[src/rtl/mandelbrot_pkg.sv]
// Shared types and constants for the multi-lane Mandelbrot/Julia renderer.
package mandelbrot_pkg;

    typedef enum logic [1:0] {
        LaneIdle = 2'd0,
        LaneIter = 2'd1,
        LaneDone = 2'd2
    } lane_state_t;

    localparam int unsigned DefaultWidth  = 640;
    localparam int unsigned DefaultHeight = 480;
    localparam int unsigned DefaultLanes  = 4;

    // Bits needed to index n items; never less than one bit.
    function automatic int unsigned ptr_width(input int unsigned n);
        return (n <= 1) ? 1 : $clog2(n);
    endfunction

endpackage

[src/rtl/mandelbrot_alu.sv]
// One complex iteration step z' = z^2 + c in signed fixed point with WIDTH-4 fraction bits.
// size flags |z|^2 >= 4 on the incoming z.
module mandelbrot_alu #(
    parameter int WIDTH = 10
) (
    input  logic [WIDTH-1:0] in_cr,
    input  logic [WIDTH-1:0] in_ci,
    input  logic [WIDTH-1:0] in_zr,
    input  logic [WIDTH-1:0] in_zi,
    output logic [WIDTH-1:0] out_zr,
    output logic [WIDTH-1:0] out_zi,
    output logic             size
);

    localparam int Frac = WIDTH - 4;
    localparam int Pw   = 2 * WIDTH + 1;
    localparam logic signed [Pw-1:0] Limit = Pw'(4) <<< (2 * Frac);

    logic signed [Pw-1:0] zr, zi, zr2, zi2, zrzi, re, im;

    // Full-precision products, rescaled and wrapped back to WIDTH bits.
    always_comb begin
        zr     = Pw'($signed(in_zr));
        zi     = Pw'($signed(in_zi));
        zr2    = zr * zr;
        zi2    = zi * zi;
        zrzi   = zr * zi;
        re     = (zr2 - zi2) >>> Frac;
        im     = (zrzi <<< 1) >>> Frac;
        out_zr = re[WIDTH-1:0] + in_cr;
        out_zi = im[WIDTH-1:0] + in_ci;
        size   = (zr2 + zi2) >= Limit;
    end

endmodule

[src/rtl/mandelbrot_lane.sv]
// One iteration lane: IDLE -> ITER (on load) -> DONE (escape or max_ctr) -> IDLE (on free).
module mandelbrot_lane
    import mandelbrot_pkg::*;
#(
    parameter int BITWIDTH = 10,
    parameter int CTRWIDTH = 7
) (
    input  logic                clk,
    input  logic                reset,
    input  logic                load,
    input  logic [BITWIDTH-1:0] load_cr,
    input  logic [BITWIDTH-1:0] load_ci,
    input  logic [BITWIDTH-1:0] load_zr,
    input  logic [BITWIDTH-1:0] load_zi,
    input  logic [CTRWIDTH-1:0] max_ctr,
    input  logic                free,
    output logic [1:0]          state,
    output logic [CTRWIDTH-1:0] ctr
);

    lane_state_t         state_q, state_d;
    logic [BITWIDTH-1:0] cr_q, ci_q, zr_q, zi_q;
    logic [BITWIDTH-1:0] alu_zr, alu_zi;
    logic [CTRWIDTH-1:0] ctr_q;
    logic                alu_size, stop, step_en;

    mandelbrot_alu #(.WIDTH(BITWIDTH)) u_alu (
        .in_cr  (cr_q),
        .in_ci  (ci_q),
        .in_zr  (zr_q),
        .in_zi  (zi_q),
        .out_zr (alu_zr),
        .out_zi (alu_zi),
        .size   (alu_size)
    );

    assign stop = alu_size || (ctr_q == max_ctr);

    // State register.
    always_ff @(posedge clk) begin
        if (reset) state_q <= LaneIdle;
        else       state_q <= state_d;
    end

    // Next state; a load wins so a lane freed this cycle can be refilled at once.
    always_comb begin
        state_d = state_q;
        if (load) begin
            state_d = LaneIter;
        end else begin
            unique case (state_q)
                LaneIter: if (stop) state_d = LaneDone;
                LaneDone: if (free) state_d = LaneIdle;
                default:  state_d = state_q;
            endcase
        end
    end

    // Outputs and iteration enable.
    always_comb begin
        step_en = (state_q == LaneIter) && !stop && !load;
        state   = state_q;
        ctr     = ctr_q;
    end

    // Pixel datapath: load c/z, then iterate until stopped.
    always_ff @(posedge clk) begin
        if (reset) begin
            cr_q  <= '0;
            ci_q  <= '0;
            zr_q  <= '0;
            zi_q  <= '0;
            ctr_q <= '0;
        end else if (load) begin
            cr_q  <= load_cr;
            ci_q  <= load_ci;
            zr_q  <= load_zr;
            zi_q  <= load_zi;
            ctr_q <= '0;
        end else if (step_en) begin
            zr_q  <= alu_zr;
            zi_q  <= alu_zi;
            ctr_q <= ctr_q + 1'b1;
        end
    end

endmodule

[src/rtl/mandelbrot_lanes.sv]
// Multi-lane fractal frame renderer: dispatches pixels in raster order round-robin to LANES
// lanes and returns results in the same order through a valid/ready port.
// Optional Julia mode is built when MANDELBROT_JULIA_EN is defined.
module mandelbrot_lanes
    import mandelbrot_pkg::*;
#(
    parameter int BITWIDTH = 10,
    parameter int CTRWIDTH = 7,
    parameter int LANES    = DefaultLanes,
    parameter int WIDTH    = DefaultWidth,
    parameter int HEIGHT   = DefaultHeight
) (
    input  logic                clk,
    input  logic                reset,
    input  logic                run,
    output logic                running,
    input  logic [BITWIDTH-1:0] cr_start,
    input  logic [BITWIDTH-1:0] ci_start,
    input  logic [BITWIDTH-1:0] step,
    input  logic [CTRWIDTH-1:0] max_ctr,
    input  logic [2:0]          ctr_select,
`ifdef MANDELBROT_JULIA_EN
    input  logic                julia,
    input  logic [BITWIDTH-1:0] jcr,
    input  logic [BITWIDTH-1:0] jci,
`endif
    output logic [3:0]          ctr_out,
    output logic                out_valid,
    input  logic                out_ready,
    output logic                out_last
);

    localparam int PtrW = ptr_width(LANES);
    localparam int XW   = ptr_width(WIDTH);
    localparam int YW   = ptr_width(HEIGHT);
    localparam int NW   = ptr_width(WIDTH * HEIGHT);

    logic                running_q, disp_done_q;
    logic [BITWIDTH-1:0] cr_start_q, step_q, cr_q, ci_q;
    logic [CTRWIDTH-1:0] max_ctr_q;
    logic [2:0]          ctr_select_q;
    logic [XW-1:0]       x_q;
    logic [YW-1:0]       y_q;
    logic [NW-1:0]       out_cnt_q;
    logic [PtrW-1:0]     dispatch_ptr_q, out_ptr_q;
`ifdef MANDELBROT_JULIA_EN
    logic                julia_q;
    logic [BITWIDTH-1:0] jcr_q, jci_q;
`endif

    logic [1:0]          lane_state [LANES];
    logic [CTRWIDTH-1:0] lane_ctr   [LANES];
    logic [LANES-1:0]    lane_load, lane_free;
    logic [BITWIDTH-1:0] ld_cr, ld_ci, ld_zr, ld_zi;
    logic [CTRWIDTH+3:0] ctr_shift;
    logic                accept, xfer, dispatch, last_pixel;

    // Handshake, dispatch decision and per-lane load/free strobes.
    always_comb begin
        accept     = run && !running_q;
        out_valid  = lane_state[out_ptr_q] == LaneDone;
        xfer       = out_valid && out_ready;
        out_last   = out_valid && (out_cnt_q == NW'(WIDTH * HEIGHT - 1));
        // The lane being drained this cycle counts as free for the dispatcher.
        dispatch   = running_q && !disp_done_q &&
                     ((lane_state[dispatch_ptr_q] == LaneIdle) ||
                      (xfer && (dispatch_ptr_q == out_ptr_q)));
        last_pixel = (x_q == XW'(WIDTH - 1)) && (y_q == YW'(HEIGHT - 1));
        ctr_shift  = {4'b0000, lane_ctr[out_ptr_q]} >> ctr_select_q;
        ctr_out    = ctr_shift[3:0];
        running    = running_q;
        for (int i = 0; i < LANES; i++) begin
            lane_load[i] = dispatch && (dispatch_ptr_q == PtrW'(i));
            lane_free[i] = xfer && (out_ptr_q == PtrW'(i));
        end
    end

    // Initial c and z for the pixel being dispatched.
    always_comb begin
`ifdef MANDELBROT_JULIA_EN
        if (julia_q) begin
            ld_cr = jcr_q;
            ld_ci = jci_q;
            ld_zr = cr_q;
            ld_zi = ci_q;
        end else begin
            ld_cr = cr_q;
            ld_ci = ci_q;
            ld_zr = '0;
            ld_zi = '0;
        end
`else
        ld_cr = cr_q;
        ld_ci = ci_q;
        ld_zr = '0;
        ld_zi = '0;
`endif
    end

    // Frame control: config latch, raster walk and both ring pointers.
    always_ff @(posedge clk) begin
        if (reset) begin
            running_q      <= 1'b0;
            disp_done_q    <= 1'b0;
            cr_start_q     <= '0;
            step_q         <= '0;
            cr_q           <= '0;
            ci_q           <= '0;
            max_ctr_q      <= '0;
            ctr_select_q   <= '0;
            x_q            <= '0;
            y_q            <= '0;
            out_cnt_q      <= '0;
            dispatch_ptr_q <= '0;
            out_ptr_q      <= '0;
        end else if (accept) begin
            running_q      <= 1'b1;
            disp_done_q    <= 1'b0;
            cr_start_q     <= cr_start;
            step_q         <= step;
            cr_q           <= cr_start;
            ci_q           <= ci_start;
            max_ctr_q      <= max_ctr;
            ctr_select_q   <= ctr_select;
            x_q            <= '0;
            y_q            <= '0;
            out_cnt_q      <= '0;
            dispatch_ptr_q <= '0;
            out_ptr_q      <= '0;
        end else begin
            if (dispatch) begin
                if (last_pixel) disp_done_q <= 1'b1;
                if (x_q == XW'(WIDTH - 1)) begin
                    x_q  <= '0;
                    y_q  <= y_q + 1'b1;
                    cr_q <= cr_start_q;
                    ci_q <= ci_q + step_q;
                end else begin
                    x_q  <= x_q + 1'b1;
                    cr_q <= cr_q + step_q;
                end
                dispatch_ptr_q <= (dispatch_ptr_q == PtrW'(LANES - 1)) ? '0
                                                                       : dispatch_ptr_q + 1'b1;
            end
            if (xfer) begin
                if (out_last) running_q <= 1'b0;
                out_cnt_q <= out_cnt_q + 1'b1;
                out_ptr_q <= (out_ptr_q == PtrW'(LANES - 1)) ? '0 : out_ptr_q + 1'b1;
            end
        end
    end

`ifdef MANDELBROT_JULIA_EN
    // Julia parameters are captured with the frame like the rest of the config.
    always_ff @(posedge clk) begin
        if (reset) begin
            julia_q <= 1'b0;
            jcr_q   <= '0;
            jci_q   <= '0;
        end else if (accept) begin
            julia_q <= julia;
            jcr_q   <= jcr;
            jci_q   <= jci;
        end
    end
`endif

    for (genvar g = 0; g < LANES; g++) begin : g_lane
        mandelbrot_lane #(
            .BITWIDTH (BITWIDTH),
            .CTRWIDTH (CTRWIDTH)
        ) u_lane (
            .clk     (clk),
            .reset   (reset),
            .load    (lane_load[g]),
            .load_cr (ld_cr),
            .load_ci (ld_ci),
            .load_zr (ld_zr),
            .load_zi (ld_zi),
            .max_ctr (max_ctr_q),
            .free    (lane_free[g]),
            .state   (lane_state[g]),
            .ctr     (lane_ctr[g])
        );
    end

endmodule
[config.mk]
export PLATFORM = sky130hd
export DESIGN_NAME = mandelbrot_lanes
export DESIGN_NICKNAME = d
export VERILOG_FILES = /design/src/rtl/mandelbrot_pkg.sv /design/src/rtl/mandelbrot_alu.sv /design/src/rtl/mandelbrot_lane.sv /design/src/rtl/mandelbrot_lanes.sv
export SDC_FILE = /design/constraint.sdc
export NUM_CORES = 2
export LEC_CHECK = 0
export CAP_MARGIN = 20
export CORE_MARGIN = 2
export CORE_UTILIZATION = 60
export CTS_CLUSTER_SIZE = 28
export DETAILED_ROUTE_END_ITERATION = 10
export GPL_TIMING_DRIVEN = 0
export PLACE_DENSITY_LB_ADDON = 0.25
export SLEW_MARGIN = 15
export SYNTH_ARGS = -nofsm -noshare
export SYNTH_HDL_FRONTEND = slang
export SYNTH_SLANG_ARGS = --single-unit
export TNS_END_PERCENT = 10
[constraint.sdc]
create_clock -name clk -period 10.66 [get_ports clk]
set_input_delay 1.599 -clock clk [delete_from_list [all_inputs] [get_ports clk]]
set_output_delay 1.599 -clock clk [all_outputs]
set_load 0.01 [all_outputs]
; After elaboration in Yosys (flattened, before gate mapping)
; Index checks and enable logic that the tools add are counted.
[op_classes]
n_addsub = 27
n_mul = 12
magnitude_cmp = 6
eq_ne = 39
n_shift = 1
n_mux = 37
bitwise = 2
reduce_logical = 70
[op_table]
columns = operator, count
row1 = multiplier 10 x 10 -> 20 bit, 8
row2 = adder 10 bit, 10
row3 = adder 20 x 20 -> 21 bit, 4
row4 = greater-or-equal comparator 21 x 16 -> 1 bit (second input constant), 4
row5 = 2-to-1 mux 10 bit, 7
row6 = subtractor 16 bit, 4
row7 = multiplier 10 x 10 -> 15 bit, 4
row8 = adder 7 x 1 -> 7 bit (second input constant), 4
row9 = == test 7 bit, 4
row10 = 2-to-1 mux 2 bit, 14
row11 = inequality test 3 x 1 -> 1 bit (second input constant), 8
row12 = AND reduction 3 bit, 8
row13 = logical AND 1 bit, 23
row14 = adder 19 x 1 -> 19 bit (second input constant), 1
row15 = == test 19 bit (second input constant), 1
row16 = == test 2 bit (second input constant), 9
row17 = inequality test 2 x 1 -> 1 bit (second input constant), 8
row18 = case mux 2 bit (2 select lines), 4
row19 = nonzero test 2 bit, 8
row20 = binary-select mux 7 bit (select 2 bit), 1
row21 = 2-to-1 mux 7 bit, 2
row22 = == test 2 x 1 -> 1 bit (second input constant), 6
row23 = nonzero test 3 bit, 4
row24 = adder 10 x 1 -> 10 bit (second input constant), 1
row25 = 15 further kinds, 47
[totals]
reg_bits = 290
input_bits = 44
out_inout_bits = 7
elab_cells = 235

; Longest topological paths before layout
[logic_depth]
ltp_word = 12
mapped_depth = 36
ltp_nobuf = 35

; Modules after synthesis
; From an unflattened synthesis, not the netlist that was laid out.
[hier_totals]
cells_unflattened = 7095
area_unflattened_um2 = 61410.1
[modules_own_cells]
columns = mod, instances, cells_per_inst, area_per_inst_um2, seq_area_each_um2
row1 = mandelbrot_alu at g_lane[2].u_lane.u_alu, 1, 1384, 11812.6, 0.0
row2 = mandelbrot_alu at g_lane[3].u_lane.u_alu, 1, 1389, 11792.6, 0.0
row3 = mandelbrot_alu at g_lane[0].u_lane.u_alu, 1, 1353, 11683.7, 0.0
row4 = mandelbrot_alu at g_lane[1].u_lane.u_alu, 1, 1335, 11593.6, 0.0
row5 = mandelbrot_lane, 4, 240, 2267.2, 980.9
row6 = mandelbrot_lanes, 1, 674, 5459.0, 1881.8

; Worst setup path after synthesis
; No wires, ideal clock.
[synth_path]
path_kind = register to register
start = reg g_lane[2].u_lane.zr_q[7]
end = reg g_lane[2].u_lane.ctr_q[4]
setup_time_ns = 0.070
arrival_time_ns = 7.204
t_required_ns = 10.590
path_slack_ns = 3.385
stages_incl_launch_ff = 32
path_buffers = 3
synth_period_minus_slack_ns = 7.275
path_cell_list = dfxtp_1 > clkbuf_1 > clkbuf_1 > nand2_1 > fa_1 > inv_1 > fa_1 > fa_1 > fa_1 > inv_1 > fa_1 > inv_1 > ha_1 > and3_1 > o311a_1 > or3_1 > o311ai_0 > o2111ai_1 > a21oi_1 > xnor2_1 > ha_1 > nor2_1 > nor2_1 > a21oi_1 > o221ai_1 > a2111oi_0 > nand3_1 > a2111oi_4 > nor2_2 > buf_6 > or3_1 > a21oi_1
[synth_via]
elab_chain_cells = 7
[synth_lines]
columns = element, line_no
row1 = "start, declared", mandelbrot_lane.sv:22  ; logic [BITWIDTH-1:0] cr_q, ci_q, zr_q, zi_q;
row2 = "start signal, assigned", mandelbrot_lane.sv:77  ; zr_q <= load_zr;
row3 = "start signal, assigned", mandelbrot_lane.sv:81  ; zr_q <= alu_zr;
row4 = multiplier 10 x 10 -> 20 bit, mandelbrot_alu.sv:25  ; zr2 = zr * zr;
row5 = adder 20 x 20 -> 21 bit, mandelbrot_alu.sv:32  ; size = (zr2 + zi2) >= Limit;
row6 = greater-or-equal comparator 21 x 16 -> 1 bit, mandelbrot_alu.sv:32
row7 = logical OR 1 bit, mandelbrot_lane.sv:37  ; assign stop = alu_size || (ctr_q == max_ctr);
row8 = logical NOT 1 bit, mandelbrot_lane.sv:61  ; step_en = (state_q == LaneIter) && !stop && !load;
row9 = logical AND 1 bit (2 in a row), mandelbrot_lane.sv:61
row10 = "end signal, assigned", mandelbrot_lane.sv:83  ; ctr_q <= ctr_q + 1'b1;
row11 = "end, declared", mandelbrot_lane.sv:24  ; logic [CTRWIDTH-1:0] ctr_q;
; Every way passes these cells.
; A chain may end at the register's enable or synchronous reset.

; Final worst setup path
[layout_path]
start = reg g_lane[0].u_lane.zi_q[8]
end = reg g_lane[0].u_lane.zr_q[8]
[layout_via]
elab_chain_cells = 7
elab_cells_between_ends = 9
classes_between = 3 x add/sub / 1 x mul / 1 x order compare / 4 x reduce/logical
[layout_lines]
columns = element, line_no
row1 = "start, declared", mandelbrot_lane.sv:22
row2 = "start signal, assigned", mandelbrot_lane.sv:78  ; zi_q <= load_zi;
row3 = "start signal, assigned", mandelbrot_lane.sv:82  ; zi_q <= alu_zi;
row4 = multiplier 10 x 10 -> 20 bit *, mandelbrot_alu.sv:26  ; zi2 = zi * zi;
row5 = adder 20 x 20 -> 21 bit, mandelbrot_alu.sv:32
row6 = greater-or-equal comparator 21 x 16 -> 1 bit, mandelbrot_alu.sv:32
row7 = logical OR 1 bit, mandelbrot_lane.sv:37
row8 = logical NOT 1 bit, mandelbrot_lane.sv:61
row9 = logical AND 1 bit (2 in a row), mandelbrot_lane.sv:61
row10 = "end signal, assigned", mandelbrot_lane.sv:77
row11 = "end signal, assigned", mandelbrot_lane.sv:81
row12 = "end, declared", mandelbrot_lane.sv:22
; Every way passes the cells marked *; elsewhere a longest branch is shown, timed or not.

==> results.py <==
metrics = {
    "status": {
        "status": "complete, no violations",
    },
    "power_and_ir_drop": {
        "leakage_uw": 0.0318,
        "vdd_drop_max_mv": 0.114,
        "powerDensity_mw_per_mm2": 47.7,
    },
    "sta": {
        "period_minus_slack_ns": 9.24,
        "rsz0062_at_grt": "false",
        "skew_ns": 0.0136,
        "fin_setup_tns_ns": 0,
        "slew_viol_final": 0,
        "hold_viol": 0,
        "final.period_utilization_pct": 86.7,
        "slew_headroom_pct": 35.8,
        "max_freq_mhz": 108,
        "worstMarginPinSlew_ns": 0.951,
        "setup_viol": 0,
    },
    "floorplanning": {
        "ios": 51,
        "die_w_um": 318,
        "die_h_um": 318,
        "core_area_mm2": 0.0981,
        "die_area_mm2": 0.101,
        "row_count": 115,
        "start_util_pct": 60.4,
    },
    "cts": {
        "tritoncts": "yes",
        "ctsResizeCount": 0,
        "cts_buffers": 31,
        "h-tree-depth": 1,
        "hold_buffers": 0,
        "path_clk_slew_ns": 0.06,
        "post-cts-setup-buffers": 0,
        "cts_root_buffer": "clkbuf_16",
        "clk-insertion-delay-late_ns": 0.58,
        "cts.sinks": 290,
        "ctsLongestPathBuffers": 3,
    },
    "detailed_routing": {
        "vias_per_cell": 5.54,
        "ant_nets": 0,
        "drc": 0,
        "vias": 46282,
        "drt_iter0_markers": 3088,
        "dr.pass1.iters": 5,
        "wl_per_cell_um": 17.6,
        "routed_wl_mm": 147,
    },
    "logic_synthesis": {
        "synth_largest_area_cell": "fa_1",
        "syn-cell-area_mm2": 0.0593,
        "synthTopCellsByArea": "fa_1 (31%), ha_1 (16%), dfxtp_1 (9.8%)",
        "netlist_instances": 6966,
        "synth_nets": 8688,
        "ys_seq_elements": 290,
        "synth_async_sr_flop_share_pct": 0,
        "syn_area_per_cell_um2": 8.51,
        "ys.flop_type": "dfxtp_1",
        "netlist-cell-type-count": 85,
        "yosysSeqAreaShare_pct": 9.80,
        "synth_top_area_share_pct": 30.7,
        "yosysWarnings": 0,
        "synth_edf_count": 0,
    },
    "critical_path": {
        "r2r_cells": 30,
        "start_kind": "register",
        "critPathKind": "register to register",
        "cp_data_arrival_time_ns": 9.70,
        "cp_common_cell": "fa_1",
        "worst_setup_path_end_kind": "register",
        "cp_data_required_time_ns": 11.12,
        "cp_slowest_cell": "o41ai_1",
        "crit_fanout": 10,
        "slowest_delay_ns": 0.68,
    },
    "hold_path": {
        "worstHoldPathType": "register to register",
        "hold_depth": 2,
    },
    "finish": {
        "seqCellArea_mm2": 0.00581,
        "layout-drive-gt1-share_pct": 1.73,
        "nFillCells": 8432,
        "area_delta_synth_final_pct": 5.28,
        "nets": 8771,
        "multiInputGateArea_mm2": 0.0470,
        "fin_cells": 8361,
    },
    "place": {
        "gp_congestion": 0.934,
        "io_buffers": 50,
        "placed_cells": 8303,
        "dp_hpwl_mm": 122,
    },
    "global_routing": {
        "grt_pass1_wl_mm": 244,
        "overflow": 0,
        "grt_antenna_before_repair": 7,
        "grt_pass1_vias": 47954,
        "grt_usage_pct": 29.9,
        "grt_max_degree": 15,
    },
    "job": {
        "maxCapViolations": 0,
    },
}
==> Yosys cell counts, types with 7 or more instances <==
library cell and number:
clkinv_1 16, nand2b_1 70, a211o_1 9, o21a_1 16, o21ai_0 98, nor2b_1 71
mux2i_1 87, o21bai_1 61, clkbuf_1 212, xor2_1 121, nand4_1 29, a31o_2 11
a21oi_1 374, and3_1 42, inv_1 1455, buf_1 10, o41ai_1 10, ha_1 768
o2111ai_1 13, fa_1 910, o211ai_1 31, a31oi_1 12, mux4_2 8, nor3_1 62
dfxtp_1 290, a21boi_0 15, or3_1 31, and2_1 232, a211oi_1 29, xnor2_1 371
or2_2 16, a2111oi_0 9, buf_2 9, nand2_1 783, buf_4 7, o31ai_1 9
nand3_1 75, nor4_1 15, nor2_1 431, a21o_1 39
==> where the power goes <==
| group | switching, uW | total, uW | internal (uW) |
|---|---|---|---|
| Clock | 461 | 1080 | 618 |
| Combinational | 442 | 713 | 271 |
| Sequential | 66.5 | 1180 | 1120 |
| Total | 970 | 2980 | 2010 |
==> cell usage in the layout (no fill, tap or decap), types with 218 or more instances in the layout <==
master / n
inv_1: 1455
fa_1: 910
nand2_1: 783
ha_1: 768
nor2_1: 431
a21oi_1: 374
xnor2_1: 371
dfxtp_1: 290
and2_1: 232
clkbuf_1: 218
==> area by class of cell <==
| type | count | share of cell area, % |
|---|---|---|
| Antenna cell | 2 | 0.00802 |
| Buffer | 240 | 1.53 |
| Clock buffer | 46 | 1.48 |
| Clock inverter | 10 | 0.130 |
| Inverter | 1473 | 8.86 |
| Multi-Input combinational cell | 4963 | 75.3 |
| Sequential cell | 290 | 9.31 |
| Tap cell | 1287 | 2.58 |
| Timing Repair Buffer | 50 | 0.802 |
==> cell families after synthesis <==
family	count (synthesis)	synth area share, %
compound gates	799	8.46
xor+xnor	492	7.27
fa+ha+maj	1678	47.0
buf+inv	1713	10.9
flops	290	9.80
mux	99	1.85
simple gates	1895	14.7
==> sequential cells by signal, summed over array words and instances, names as in the netlist, 3 cells and up <==
name                 cells
g_lane.u_lane.ci_q      40
g_lane.u_lane.cr_q      40
g_lane.u_lane.zi_q      40
g_lane.u_lane.zr_q      40
g_lane.u_lane.ctr       28
out_cnt_q               19
ci_q                    10
cr_q                    10
cr_start_q              10
step_q                  10
x_q                     10
y_q                      9
g_lane.u_lane.state      8
max_ctr_q                7
ctr_select_q             3
==> through the flow <==
step	area [um2]	setup slack [ns]	hold WS [ns]	utilization [%]	power, uW
global route	62400	0.920	0.481	63.6	3100
floorplan	59300	3.39	0.436	-	1660
finish	62400	1.42	0.461	63.6	2980
global placement	61400	1.64	0.442	62.5	1890
CTS	62400	1.56	0.461	63.6	2970
detailed placement	61400	1.65	0.451	62.5	1900
==> per-layer routing <==
layer | wire length, um | global-route usage, %
met1 | 63700 | 41.1
met2 | 68000 | 49.1
met3 | 10700 | 4.32
met4 | 4610 | 8.63
met5 | 19 | 0
==> critical path: cells and delay by family (launching register included) <==
family | cells | cell delay, ns
AND/OR/NAND/NOR | 6 | 1.17
XOR/XNOR | 1 | 0.26
flip-flops | 1 | 0.43
buffers and inverters | 8 | 1.84
adder cells (fa/ha/maj) | 7 | 3.29
AO/OA/AOI/OAI | 7 | 1.97
multiplexers | 1 | 0.16
==> final timing paths <==
kind	end	slack (ns)	startpoint
max	g_lane[0].u_lane.zr_q[8]$_SDFFE_PP0P_	1.42	g_lane[0].u_lane.zi_q[8]$_SDFFE_PP0P_
max reg2reg	g_lane[0].u_lane.zr_q[8]$_SDFFE_PP0P_	1.42	g_lane[0].u_lane.zi_q[8]$_SDFFE_PP0P_
min	g_lane[3].u_lane.cr_q[0]$_SDFFE_PP0P_	0.46	g_lane[3].u_lane.cr_q[0]$_SDFFE_PP0P_
min reg2reg	g_lane[3].u_lane.cr_q[0]$_SDFFE_PP0P_	0.46	g_lane[3].u_lane.cr_q[0]$_SDFFE_PP0P_
Note: power is estimated with default switching activity, not from simulation.
